[src/rtl/glycemic_pkg.sv]
// Shared types and constants for the glycemic index calculator and the
// insulin dose controller.
package glycemic_pkg;

  // Index and dose bus widths
  localparam int GI_W   = 4;
  localparam int DOSE_W = 4;

  // Default classification thresholds, shared with the index calculator bench
  localparam int DEFAULT_HIGH_TH = 10;
  localparam int DEFAULT_LOW_TH  = 3;

  // Dose controller states
  typedef enum logic [1:0] {
    IDLE     = 2'd0,
    DOSE     = 2'd1,
    COOLDOWN = 2'd2,
    FAULT    = 2'd3
  } dose_state_t;

endpackage

[src/rtl/insulin_dose_controller_if.sv]
// Sample input, pump handshake and status signals of the insulin dose
// controller. The master side is the controller itself; the slave side is
// the index source plus the pump driver / alarm logic.
interface insulin_dose_controller_if;
  import glycemic_pkg::*;

  logic [GI_W-1:0]   glycemicIndex;
  logic              sampleValid;
  logic              pumpReady;
  logic              doseRequest;
  logic [DOSE_W-1:0] doseUnits;
  logic              alarm;
  logic              pumpFault;
  logic              busy;

  modport master (
    input  glycemicIndex, sampleValid, pumpReady,
    output doseRequest, doseUnits, alarm, pumpFault, busy
  );

  modport slave (
    output glycemicIndex, sampleValid, pumpReady,
    input  doseRequest, doseUnits, alarm, pumpFault, busy
  );

endinterface

[src/rtl/gi_classifier.sv]
// Combinational classifier: flags high/low samples and computes the capped
// dose size for a high sample.
module gi_classifier
  import glycemic_pkg::*;
#(
  parameter int MAX_DOSE = 4
) (
  input  logic [GI_W-1:0]   glycemicIndex,
  input  logic [GI_W-1:0]   highTh,
  input  logic [GI_W-1:0]   lowTh,
  output logic              isHigh,
  output logic              isLow,
  output logic [DOSE_W-1:0] rawDose
);

  // One extra bit so GI - HIGH_TH + 1 cannot overflow before the cap.
  // Below HIGH_TH the difference wraps large and simply caps; the result
  // is only used for high samples anyway.
  logic [GI_W:0] dose_wide;

  assign dose_wide = {1'b0, glycemicIndex} - {1'b0, highTh} + (GI_W+1)'(1);
  assign isHigh    = (glycemicIndex >= highTh);
  assign isLow     = (glycemicIndex <= lowTh);
  assign rawDose   = (dose_wide > (GI_W+1)'(MAX_DOSE)) ? DOSE_W'(MAX_DOSE)
                                                       : dose_wide[DOSE_W-1:0];

endmodule

[src/rtl/insulin_dose_controller.sv]
// Insulin dose controller: confirms high glycemic readings over consecutive
// samples, requests a dose from the pump with an ack timeout, then cools
// down. Low readings raise the hypoglycaemia alarm in every state but DOSE.
module insulin_dose_controller
  import glycemic_pkg::*;
#(
  parameter int HIGH_TH      = DEFAULT_HIGH_TH,
  parameter int LOW_TH       = DEFAULT_LOW_TH,
  parameter int CONFIRM_CNT  = 3,
  parameter int MAX_DOSE     = 4,
  parameter int COOLDOWN_CYC = 64,
  parameter int ACK_TIMEOUT  = 32
) (
  input  logic                       clk,
  input  logic                       reset,
  insulin_dose_controller_if.master  bus
);

  // Counters only ever reach their limit minus one
  localparam int TO_W = (ACK_TIMEOUT  > 1) ? $clog2(ACK_TIMEOUT)  : 1;
  localparam int CD_W = (COOLDOWN_CYC > 1) ? $clog2(COOLDOWN_CYC) : 1;
  localparam logic [3:0]      CONFIRM_TARGET = 4'(CONFIRM_CNT);
  localparam logic [TO_W-1:0] TO_LAST        = TO_W'(ACK_TIMEOUT - 1);
  localparam logic [CD_W-1:0] CD_LAST        = CD_W'(COOLDOWN_CYC - 1);

  dose_state_t       state;
  logic [3:0]        confirm_cnt;
  logic [3:0]        confirm_inc;
  logic [TO_W-1:0]   timeout_cnt;
  logic [CD_W-1:0]   cool_cnt;
  logic              dose_request;
  logic [DOSE_W-1:0] dose_units;
  logic              alarm;
  logic              pump_fault;
  logic              busy;
  logic              is_high;
  logic              is_low;
  logic [DOSE_W-1:0] raw_dose;

  gi_classifier #(
    .MAX_DOSE (MAX_DOSE)
  ) u_classifier (
    .glycemicIndex (bus.glycemicIndex),
    .highTh        (GI_W'(HIGH_TH)),
    .lowTh         (GI_W'(LOW_TH)),
    .isHigh        (is_high),
    .isLow         (is_low),
    .rawDose       (raw_dose)
  );

  // Saturating next value of the consecutive-high counter
  assign confirm_inc = (confirm_cnt == 4'hF) ? 4'hF : confirm_cnt + 4'd1;

  // Controller FSM with registered outputs, counters and timers
  always_ff @(posedge clk or posedge reset) begin
    if (reset) begin
      state        <= IDLE;
      confirm_cnt  <= '0;
      timeout_cnt  <= '0;
      cool_cnt     <= '0;
      dose_request <= 1'b0;
      dose_units   <= '0;
      alarm        <= 1'b0;
      pump_fault   <= 1'b0;
      busy         <= 1'b0;
    end else begin
      case (state)
        IDLE: begin
          if (bus.sampleValid) begin
            if (is_low) begin
              alarm       <= 1'b1;
              confirm_cnt <= '0;
            end else if (is_high) begin
              alarm <= 1'b0;
              if (confirm_inc == CONFIRM_TARGET) begin
                state        <= DOSE;
                dose_request <= 1'b1;
                dose_units   <= raw_dose;
                busy         <= 1'b1;
                confirm_cnt  <= '0;
                timeout_cnt  <= '0;
              end else begin
                confirm_cnt <= confirm_inc;
              end
            end else begin
              alarm       <= 1'b0;
              confirm_cnt <= '0;
            end
          end
        end

        DOSE: begin
          // An ack on the timeout edge still counts as a completed dose
          if (bus.pumpReady) begin
            state        <= COOLDOWN;
            dose_request <= 1'b0;
            dose_units   <= '0;
            cool_cnt     <= '0;
          end else if (timeout_cnt == TO_LAST) begin
            state        <= FAULT;
            dose_request <= 1'b0;
            dose_units   <= '0;
            busy         <= 1'b0;
            pump_fault   <= 1'b1;
          end else begin
            timeout_cnt <= timeout_cnt + TO_W'(1);
          end
        end

        COOLDOWN: begin
          // Dosing is suppressed, but the alarm keeps tracking samples
          if (bus.sampleValid) begin
            alarm <= is_low;
          end
          if (cool_cnt == CD_LAST) begin
            state <= IDLE;
            busy  <= 1'b0;
          end else begin
            cool_cnt <= cool_cnt + CD_W'(1);
          end
        end

        FAULT: begin
          if (bus.sampleValid) begin
            alarm <= is_low;
          end
        end

        default: state <= IDLE;
      endcase
    end
  end

  assign bus.doseRequest = dose_request;
  assign bus.doseUnits   = dose_units;
  assign bus.alarm       = alarm;
  assign bus.pumpFault   = pump_fault;
  assign bus.busy        = busy;

endmodule

[src/flat_wrapper.sv]
// flat-port wrapper written by rule: the top's interface ports become plain ports
module insulin_dose_controller_flat import glycemic_pkg::*;
#(
  parameter int HIGH_TH      = DEFAULT_HIGH_TH,
  parameter int LOW_TH       = DEFAULT_LOW_TH,
  parameter int CONFIRM_CNT  = 3,
  parameter int MAX_DOSE     = 4,
  parameter int COOLDOWN_CYC = 64,
  parameter int ACK_TIMEOUT  = 32
)
  (clk, reset, bus_glycemicIndex, bus_sampleValid, bus_pumpReady, bus_doseRequest, bus_doseUnits, bus_alarm, bus_pumpFault, bus_busy);
  insulin_dose_controller_if bus_i ();
  input  logic clk;
  input  logic reset;
  input wire logic [$bits(bus_i.glycemicIndex)-1:0] bus_glycemicIndex;
  input wire logic [$bits(bus_i.sampleValid)-1:0] bus_sampleValid;
  input wire logic [$bits(bus_i.pumpReady)-1:0] bus_pumpReady;
  output wire logic [$bits(bus_i.doseRequest)-1:0] bus_doseRequest;
  output wire logic [$bits(bus_i.doseUnits)-1:0] bus_doseUnits;
  output wire logic [$bits(bus_i.alarm)-1:0] bus_alarm;
  output wire logic [$bits(bus_i.pumpFault)-1:0] bus_pumpFault;
  output wire logic [$bits(bus_i.busy)-1:0] bus_busy;
  assign bus_i.glycemicIndex = bus_glycemicIndex;
  assign bus_i.sampleValid = bus_sampleValid;
  assign bus_i.pumpReady = bus_pumpReady;
  assign bus_doseRequest = bus_i.doseRequest;
  assign bus_doseUnits = bus_i.doseUnits;
  assign bus_alarm = bus_i.alarm;
  assign bus_pumpFault = bus_i.pumpFault;
  assign bus_busy = bus_i.busy;
  insulin_dose_controller #(.HIGH_TH(HIGH_TH), .LOW_TH(LOW_TH), .CONFIRM_CNT(CONFIRM_CNT), .MAX_DOSE(MAX_DOSE), .COOLDOWN_CYC(COOLDOWN_CYC), .ACK_TIMEOUT(ACK_TIMEOUT)) u_core (.clk(clk), .reset(reset), .bus(bus_i));
endmodule
[config.mk]
export PLATFORM = sky130hd
export DESIGN_NAME = insulin_dose_controller_flat
export DESIGN_NICKNAME = d
export VERILOG_FILES = /design/src/rtl/glycemic_pkg.sv /design/src/rtl/insulin_dose_controller_if.sv /design/src/rtl/gi_classifier.sv /design/src/rtl/insulin_dose_controller.sv /design/src/flat_wrapper.sv
export SDC_FILE = /design/constraint.sdc
export NUM_CORES = 1
export LEC_CHECK = 0
export ABC_CLOCK_PERIOD_IN_PS = 3150
export CORE_MARGIN = 5
export CORE_UTILIZATION = 45
export CTS_BUF_LIST = sky130_fd_sc_hd__clkbuf_4 sky130_fd_sc_hd__clkbuf_8
export DETAILED_ROUTE_END_ITERATION = 6
export PLACE_DENSITY = 0.73
export SLEW_MARGIN = 0
export SYNTH_ARGS = -nofsm -noshare
export SYNTH_HDL_FRONTEND = slang
export SYNTH_SLANG_ARGS = --single-unit
[constraint.sdc]
create_clock -name clk -period 3.15 [get_ports clk]
set_clock_uncertainty 0.15 [all_clocks]
set_input_delay 0.4725 -clock clk [delete_from_list [all_inputs] [get_ports clk]]
set_output_delay 0.4725 -clock clk [all_outputs]
set_load 0.02 [all_outputs]
# After elaboration in Yosys (flattened, before gate mapping)
# Index checks and enable logic that the tools add are counted.
[word_totals]
word_cells = 95
reg_bits = 25
[op_classes]
muxes = 44
reduce_logical = 14
n_eq_ne = 19
n_lt_le_gt_ge = 3
addsub = 5
bitwise_logic = 1
[ops]
columns = ["op", "n"]
rows = [
  ["$mux 4", 11],
  ["$mux 5", 6],
  ["$mux 2", 7],
  ["$reduce_and 7->1", 2],
  ["$mux 6", 2],
  ["$ne 2x2->1 const B", 6],
  ["$pmux 6 s2", 1],
  ["$mux 1", 11],
  ["$add 5x1->5 const B", 2],
  ["$ne 2x1->1 const B", 5],
  ["$pmux 5 s2", 1],
  ["$reduce_and 3->1", 3],
  ["$pmux 4 s2", 1],
  ["$reduce_and 8->1", 1],
  ["$add 6x1->6 const B", 1],
  ["$eq 6x6->1 const B", 1],
  ["$pmux 2 s3", 1],
  ["$reduce_and 6->1", 1],
  ["$reduce_bool 2->1", 3],
  ["$eq 5x5->1 const B", 1],
  ["$gt 5x3->1 const B", 1],
  ["$sub 4x4->5 const B", 1],
  ["$add 4x1->4 const B", 1],
  ["$eq 2x2->1 const B", 2],
  ["other kinds (13)", 14],
]

# Longest topological paths before layout
# Gate-level depths: netlist of run 1.
[depth]
ltp_word = 9
depth_mapped = 8

# Hierarchy
# Synthesis of run 1 repeated with hierarchy kept, for this count alone.
[unflattened]
cells_unflattened = 218
area_unflattened_um2 = 1925.6
[modules_own_cells]
columns = ["mod", "cells_per_inst", "n_inst", "area_per_inst_um2"]
rows = [
  ["insulin_dose_controller", 168, 1, 1529.0],
  ["gi_classifier", 50, 1, 396.6],
]

# Worst setup path before layout of run 1
# Ideal clock, no wire load.
[synth_path]
kind = "register to register"
start = "reg u_core.confirm_cnt[0]"
end = "reg u_core.dose_request, in the netlist u_core.bus.doseRequest"
n_path_buf = 0
stages_incl_launch_ff = 6
slack_ps = 708
setup_time_ps = 128
required_time_ps = 2872
arrival_time_ps = 2165
path_cell_list = "dfrtp_1 > ha_1 > or3b_4 > or4_4 > a21oi_4 > mux2_1"
[synth_between]
elab_chain_len = 5
word_cells_on_any_way = 6
cone_classes = "add/sub: 1; eq/ne: 3; mux: 1; reduce/logical: 1"
[synth_rtl]
columns = ["element", "line", "text"]
rows = [
  ["from (decl)", "insulin_dose_controller.sv:27", "logic [3:0] confirm_cnt;"],
  ["from (signal assigned)", "insulin_dose_controller.sv:83", "confirm_cnt <= confirm_inc;"],
  ["$add 4x1->4 / $eq 4x4->1 (equally long branches)", "insulin_dose_controller.sv:52", "assign confirm_inc = (confirm_cnt == 4'hF) ? 4'hF : confirm_cnt + 4'd1;"],
  ["$mux 4 *", "insulin_dose_controller.sv:52", ""],
  ["$eq 4x2->1 *", "insulin_dose_controller.sv:75", "if (confirm_inc == CONFIRM_TARGET) begin"],
  ["$ne 2x1->1 (no source line) *", "-", ""],
  ["$reduce_and 6->1 (no source line) *", "-", ""],
  ["to (signal assigned)", "insulin_dose_controller.sv:61", "dose_request <= 1'b0;"],
  ["to (signal assigned)", "insulin_dose_controller.sv:77", "dose_request <= 1'b1;"],
  ["to (signal assigned)", "insulin_dose_controller.sv:96", "dose_request <= 1'b0;"],
  ["to (decl)", "insulin_dose_controller.sv:31", "logic dose_request;"],
]
# Mark *: on every way between the ends. The rest lies on a longest branch, timed or not.
# A chain may end at the register's enable or synchronous reset.

# Worst setup path in the final report of run 1
[layout_path]
start = "reg u_core.confirm_cnt[0]"
end = "reg u_core.timeout_cnt[4]"
[layout_between]
elab_chain_len = 5
word_cells_on_any_way = 6
cone_classes = "add/sub: 1; eq/ne: 3; mux: 1; reduce/logical: 1"
[layout_rtl]
columns = ["element", "line", "text"]
rows = [
  ["$add 4x1->4 / $eq 4x4->1 (equally long branches)", "insulin_dose_controller.sv:52", ""],
  ["$mux 4 *", "insulin_dose_controller.sv:52", ""],
  ["$eq 4x2->1 *", "insulin_dose_controller.sv:75", ""],
  ["$ne 2x1->1 (no source line) *", "-", ""],
  ["$reduce_and 7->1 (no source line) *", "-", ""],
  ["to (signal assigned)", "insulin_dose_controller.sv:106", "timeout_cnt <= timeout_cnt + TO_W'(1);"],
  ["to (decl)", "insulin_dose_controller.sv:29", "logic [TO_W-1:0] timeout_cnt;"],
]
# Marks and branches as above.

==> out/metrics.cfg, run 1 <==
[run_status]
run_status = finished, final reports clean

[timing]
final_hold_viol_count = 0
setup_viol_count_final = 0
drv_slew = 0
rsz0062_at_grt = no
layout_min_cycle_time_ns = 2.62
worst_slew_pin_slew_ns = 0.989
finalHoldWorstSlack_ns = 0.352
max_freq_mhz = 382
slew_limit_headroom = 0.340
final_min_period_over_clock_period = 0.832
timing.setup.tns_ns = 0

[routing]
drt_drc_violations_left = 0
routed_via_density = 5.74
initialDrtViolationCount = 40
wire_length_per_cell_after_detailed_routing_um = 14.9
first_pass_iters = 4
antenna_left = 0
route.vias.total = 1309
routed_wl_um = 3400

[synth]
synth_enable_flop_cells = 0
synth_cell_type_count = 43
synthMostInstantiatedCell = sky130_fd_sc_hd__dfrtp_1
synth.cells.most_frequent = sky130_fd_sc_hd__dfrtp_1 (25), sky130_fd_sc_hd__nand2_1 (15), sky130_fd_sc_hd__ha_1 (13), sky130_fd_sc_hd__inv_1 (11), sky130_fd_sc_hd__nor2_1 (11)
synth_seq_cells = 25
ys_warn_count = 0
synthesis.instances = 165
synth.largest_area_cell = sky130_fd_sc_hd__dfrtp_1
synthFlopType = sky130_fd_sc_hd__dfrtp_1
synth.top_cells.by_area = sky130_fd_sc_hd__dfrtp_1 (39%), sky130_fd_sc_hd__ha_1 (10%), sky130_fd_sc_hd__nand2_1 (3.5%), sky130_fd_sc_hd__and3_1 (3.1%), sky130_fd_sc_hd__o21ai_0 (2.8%)
synthesis.nets = 186
syn_area_per_cell_um2 = 9.66
netlist.area_leader.share = 0.392
asr_flop_ratio_synth = 1.00
mappedNetlistArea_um2 = 1590
synth_sequential_area_ratio = 0.392

[worst_setup_path]
worst-endpoint-arrival_ns = 2.67
setup.worst_path.end_class = flip-flop
crit_fanout = 6
worst-endpoint-required_ns = 3.20
worstSetupPathType = flip-flop to flip-flop
critical_path.startpoint_type = flip-flop

[layout]
regArea_um2 = 626
n_fill_cell = 298
final_util = 0.539
insertedDiodeCount = 0
fin_area_um2 = 1830
multiInputGateArea_um2 = 916
final_net_count = 204
final_layout_size_suffix_gt1_frac = 0.0989
syn_to_final_growth_pct = 14.7

[global_route]
grt_pass1_wl_um = 5850
grt_pass1_vias = 1318
groute.usage.overall = 0.144
overflow = 0
grt_antenna_before_repair = 0
pin_count_of_the_biggest_net_entering_global_routing = 26

[clocking]
clock_tree.htree_level_count = 1
cts.repair_timing.setup_buffer_count = 0
clockBufferDepth = 2
clk_latency_ns = 0.31
hold_buffers = 0
tritoncts = yes
cts_resized = 0
cts_made_buffers = 3
clkTransAtPathRegs_ns = 0.14
cts_root_buffer = sky130_fd_sc_hd__clkbuf_4
numClockSinks = 25

[power]
pwr_density_cell_nw_per_um2 = 807
max-vdd-ir-drop_v = 0.000362
post-layout-total-power_mw = 1.48
power.leakage_nw = 0.842

[floorplan]
i_o_pins = 16
rows = 21
dieWidth_um = 69.5
vert_die_dim_um = 69.5
floorplan.die_area_um2 = 4830
start_util = 0.470
floorplan.core_area_um2 = 3390

[placed_design]
place.port_buffers = 15
finalWeightedCongestion = 0.841
placed_cell_areas_um2 = 1800
dp_hpwl_um = 2650

[min_path]
timing.hold.worst.class = flip-flop to flip-flop

[run]
drv.max_cap_violation_count = 0

-- stage by stage --
step / instances / worst slack, ns
2_1_floorplan: 165 / 0.708
3_3_place_gp: 224 / 0.544
3_5_place_dp: 224 / 0.450
4_1_cts: 228 / 0.536
5_1_grt: 228 / 0.398
6_report: 228 / 0.530
-- worst max-delay path, cell delays in order, from the launching register on --
cell and delay [ns]:
sky130_fd_sc_hd__dfrtp_1 0.47, sky130_fd_sc_hd__ha_1 0.35, sky130_fd_sc_hd__or3b_4 0.42, sky130_fd_sc_hd__o41a_1 0.50, sky130_fd_sc_hd__a21o_1 0.26, sky130_fd_sc_hd__a221o_1 0.37
-- worst paths after layout --
kind                                       startpoint                     to  slack [ns]  cells past startpoint
worst max-delay path            u_core.confirm_cnt[0]  u_core.timeout_cnt[4]        0.53                      5
worst min-delay path             u_core.bus.pumpFault   u_core.bus.pumpFault        0.35                      1
worst max register to register  u_core.confirm_cnt[0]  u_core.timeout_cnt[4]        0.53                      5
worst min register to register   u_core.bus.pumpFault   u_core.bus.pumpFault        0.35                      1
max in group asynchronous                       reset     u_core.cool_cnt[2]        1.72                      2
min in group asynchronous                       reset  u_core.timeout_cnt[2]        0.51                      2
-- metal layers --
layer / up-vias / share of wire / track usage
li1: 645 / - / -
met1: 645 / 0.44 / 0.165
met2: 13 / 0.53 / 0.268
met3: 6 / 0.022 / 0.0304
met4: 0 / 0.011 / 0.0390
met5: - / 0 / 0
-- power by group --
group	switching, mW	internal [mW]
clock network	0.0931	0.0580
registers	0.0999	0.421
logic	0.442	0.362
-- kinds of logic after synthesis --
logic type	Yosys count	share of synthesized area
multiplexers	8	0.0557
AO/OA/AOI/OAI	46	0.220
XOR/XNOR	2	0.0110
AND/OR/NAND/NOR	57	0.186
flip-flops	25	0.392
buffers and inverters	14	0.0330
adder cells (fa/ha/maj)	13	0.102
-- placed cells by master, fill, tap and decap left out, types with 5 or more instances in the layout --
cell type	instances
sky130_fd_sc_hd__ha_1	13
sky130_fd_sc_hd__nor2_1	11
sky130_fd_sc_hd__inv_1	11
sky130_fd_sc_hd__and3_1	8
sky130_fd_sc_hd__o21ai_0	9
sky130_fd_sc_hd__o31ai_1	6
sky130_fd_sc_hd__nor3_1	5
sky130_fd_sc_hd__nand2_1	15
sky130_fd_sc_hd__clkdlybuf4s50_1	15
sky130_fd_sc_hd__dfrtp_1	25
-- area by class of cell --
class                      count  area share
clock buffer                   4      0.0164
inverter                      11      0.0226
multi-input combinational    126       0.501
sequential                    25       0.342
tap                           46      0.0315
timing repair buffer          16      0.0862
-- sequential cells by signal, summed over array words and instances (netlist names) --
signal,flops
u_core.state,2
u_core.cool_cnt,6
u_core.bus.doseUnits,4
u_core.bus.doseRequest,1
u_core.bus.alarm,1
u_core.confirm_cnt,4
u_core.timeout_cnt,5
u_core.bus.busy,1
u_core.bus.pumpFault,1
(Power assumes the default switching activity.)
==> inputs of run 2 (changes only) <==
ABC_CLOCK_PERIOD_IN_PS = 2490   (was 3150)
clock period = 2.49 ns   (was 3.15 ns; I/O delays follow)
==> out/metrics.cfg, run 2 (same netlist as run 1, synthesis figures left out) <==
[placed_design]
place_inst = 242
finalWeightedCongestion = 0.845
dp_hpwl_um = 2750
placed_cell_areas_um2 = 1930
place.port_buffers = 15

[timing]
finalHoldWorstSlack_ns = 0.233
worst_slew_pin_slew_ns = 0.450
setup_viol_count_final = 0
slew_limit_headroom = 0.697
final_min_period_over_clock_period = 0.964
max_freq_mhz = 417
final_hold_viol_count = 0
rsz0062_at_grt = no
drv_slew = 0
layout_min_cycle_time_ns = 2.40

[worst_setup_path]
cpPeakStageDelay_ns = 0.47
r2r-start = u_core.confirm_cnt[0]
crit_slowest_cell = sky130_fd_sc_hd__or4_4
worstSetupPathType = flip-flop to flip-flop
critical_path.startpoint_type = flip-flop
worst-endpoint-required_ns = 2.56
crit_fanout = 5
setup.worst_path.end_class = flip-flop
critical_path.startpoint = u_core.confirm_cnt[0]
cells_along_the_critical_path = ha_1, or3b_4, or4_4, a21oi_4, mux2_1
cp_num_buf_inv = 0
critical_path.top_delay_family = simple AND/OR/NAND/NOR gates
worst-endpoint-arrival_ns = 2.47

[layout]
largest_register_ffs = 6
reg_top3 = u_core.cool_cnt x6, u_core.timeout_cnt x5
final_net_count = 223
fin_area_um2 = 1980
final_util = 0.584
n_fill_cell = 289
max_flop_register = u_core.cool_cnt
layout_common_cells = sky130_fd_sc_hd__dfrtp_1 (25), sky130_fd_sc_hd__buf_4 (20), sky130_fd_sc_hd__nand2_1 (15), sky130_fd_sc_hd__clkdlybuf4s50_1 (15), sky130_fd_sc_hd__ha_1 (13)
mostFrequentLayoutCell = sky130_fd_sc_hd__dfrtp_1
finish.cell_count_without_fillers = 247
insertedDiodeCount = 0
syn_to_final_growth_pct = 24.1
final_layout_size_suffix_gt1_frac = 0.189

[clocking]
cts_made_buffers = 3
cts_root_buffer = sky130_fd_sc_hd__clkbuf_4
numClockSinks = 25
clkTransAtPathRegs_ns = 0.14
clockBufferDepth = 2
clk_latency_ns = 0.32
clock_tree.htree_level_count = 1
tritoncts = yes

[floorplan]
rows = 21
start_util = 0.470
i_o_pins = 16
vert_die_dim_um = 69.5
dieWidth_um = 69.5
floorplan.die_area_um2 = 4830
floorplan.core_area_um2 = 3390

[power]
power.leakage_nw = 0.940
pwr_density_cell_nw_per_um2 = 1020
max-vdd-ir-drop_v = 0.000677
post-layout-total-power_mw = 2.01

[global_route]
groute.usage.overall = 0.146
pin_count_of_the_biggest_net_entering_global_routing = 26
grt_pass1_vias = 1400
grt_antenna_before_repair = 0
overflow = 0
grt_pass1_wl_um = 5970

[routing]
routed_via_density = 5.57
first_pass_iters = 4
antenna_left = 0
routed_wl_um = 3420
drt_drc_violations_left = 0
wire_length_per_cell_after_detailed_routing_um = 13.9
route.vias.total = 1377
initialDrtViolationCount = 28

[min_path]
timing.hold.worst.class = primary input to asynchronous set/reset pin

[run]
drv.max_cap_violation_count = 0

[run_status]
run_status = finished, final reports clean

run 2: worst min-delay path, cell delays in order:
cell	delay, ns
sky130_fd_sc_hd__clkdlybuf4s50_1	0.40
sky130_fd_sc_hd__inv_1	0.05
sky130_fd_sc_hd__buf_4	0.30
run 2: repair_timing:
item,4_1_cts,5_1_grt
gates cloned,0,0
pin swaps,2,2
endpoints found under the setup margin,1,3
gates resized for setup,0,2
hold buffers,0,0
setup buffers,1,0
run 2: report_power, final:
group	leakage [nW]	switching [mW]	internal (mW)
registers	0.327	0.109	0.532
clock network	0.0184	0.120	0.0735
logic	0.595	0.595	0.583
run 2: stage by stage:
stage                     TNS (ns)  setup slack, ns
after floorplan                  0           0.0475
after CTS                        0           0.0439
final                            0           0.0907
after detailed placement   -0.0208          -0.0117
after global routing             0          0.00894
after global placement           0           0.0598
run 2: final timing paths:
path | end | slack, ns | cells past startpoint
setup reg to reg | u_core.bus.doseRequest | 0.09 | 5
max in group asynchronous | u_core.confirm_cnt[3] | 1.70 | 3
hold reg to reg | u_core.bus.pumpFault | 0.35 | 1
hold / removal | u_core.bus.doseUnits[0] | 0.23 | 3
min in group clk | u_core.bus.pumpFault | 0.35 | 1
setup / recovery | u_core.bus.doseRequest | 0.09 | 5
run 2: layout make-up:
cell class / count / area, um2 / area share
Sequential cell: 25 / 626 / 0.316
Inverter: 11 / 41.3 / 0.0209
Tap cell: 46 / 57.6 / 0.0291
Multi-Input combinational cell: 126 / 923 / 0.467
Timing Repair Buffer: 35 / 300 / 0.152
Clock buffer: 4 / 30.0 / 0.0152
run 2: per-layer routing:
| layer | track usage | up-vias | routed length [um] |
|---|---|---|---|
| met2 | 0.271 | 12 | 1850 |
| li1 | - | 684 | - |
| met5 | 0 | - | 0 |
| met3 | 0.0232 | 3 | 61 |
| met4 | 0.0369 | 0 | 23 |
| met1 | 0.174 | 678 | 1490 |
==> inputs of run 3 (changes only) <==
CTS_CLUSTER_SIZE = 10   (was unset)
HOLD_SLACK_MARGIN = 0.12   (was unset)
==> results of run 3 <==
Same layout as run 2: the final DEF is identical, and so are final timing and power.
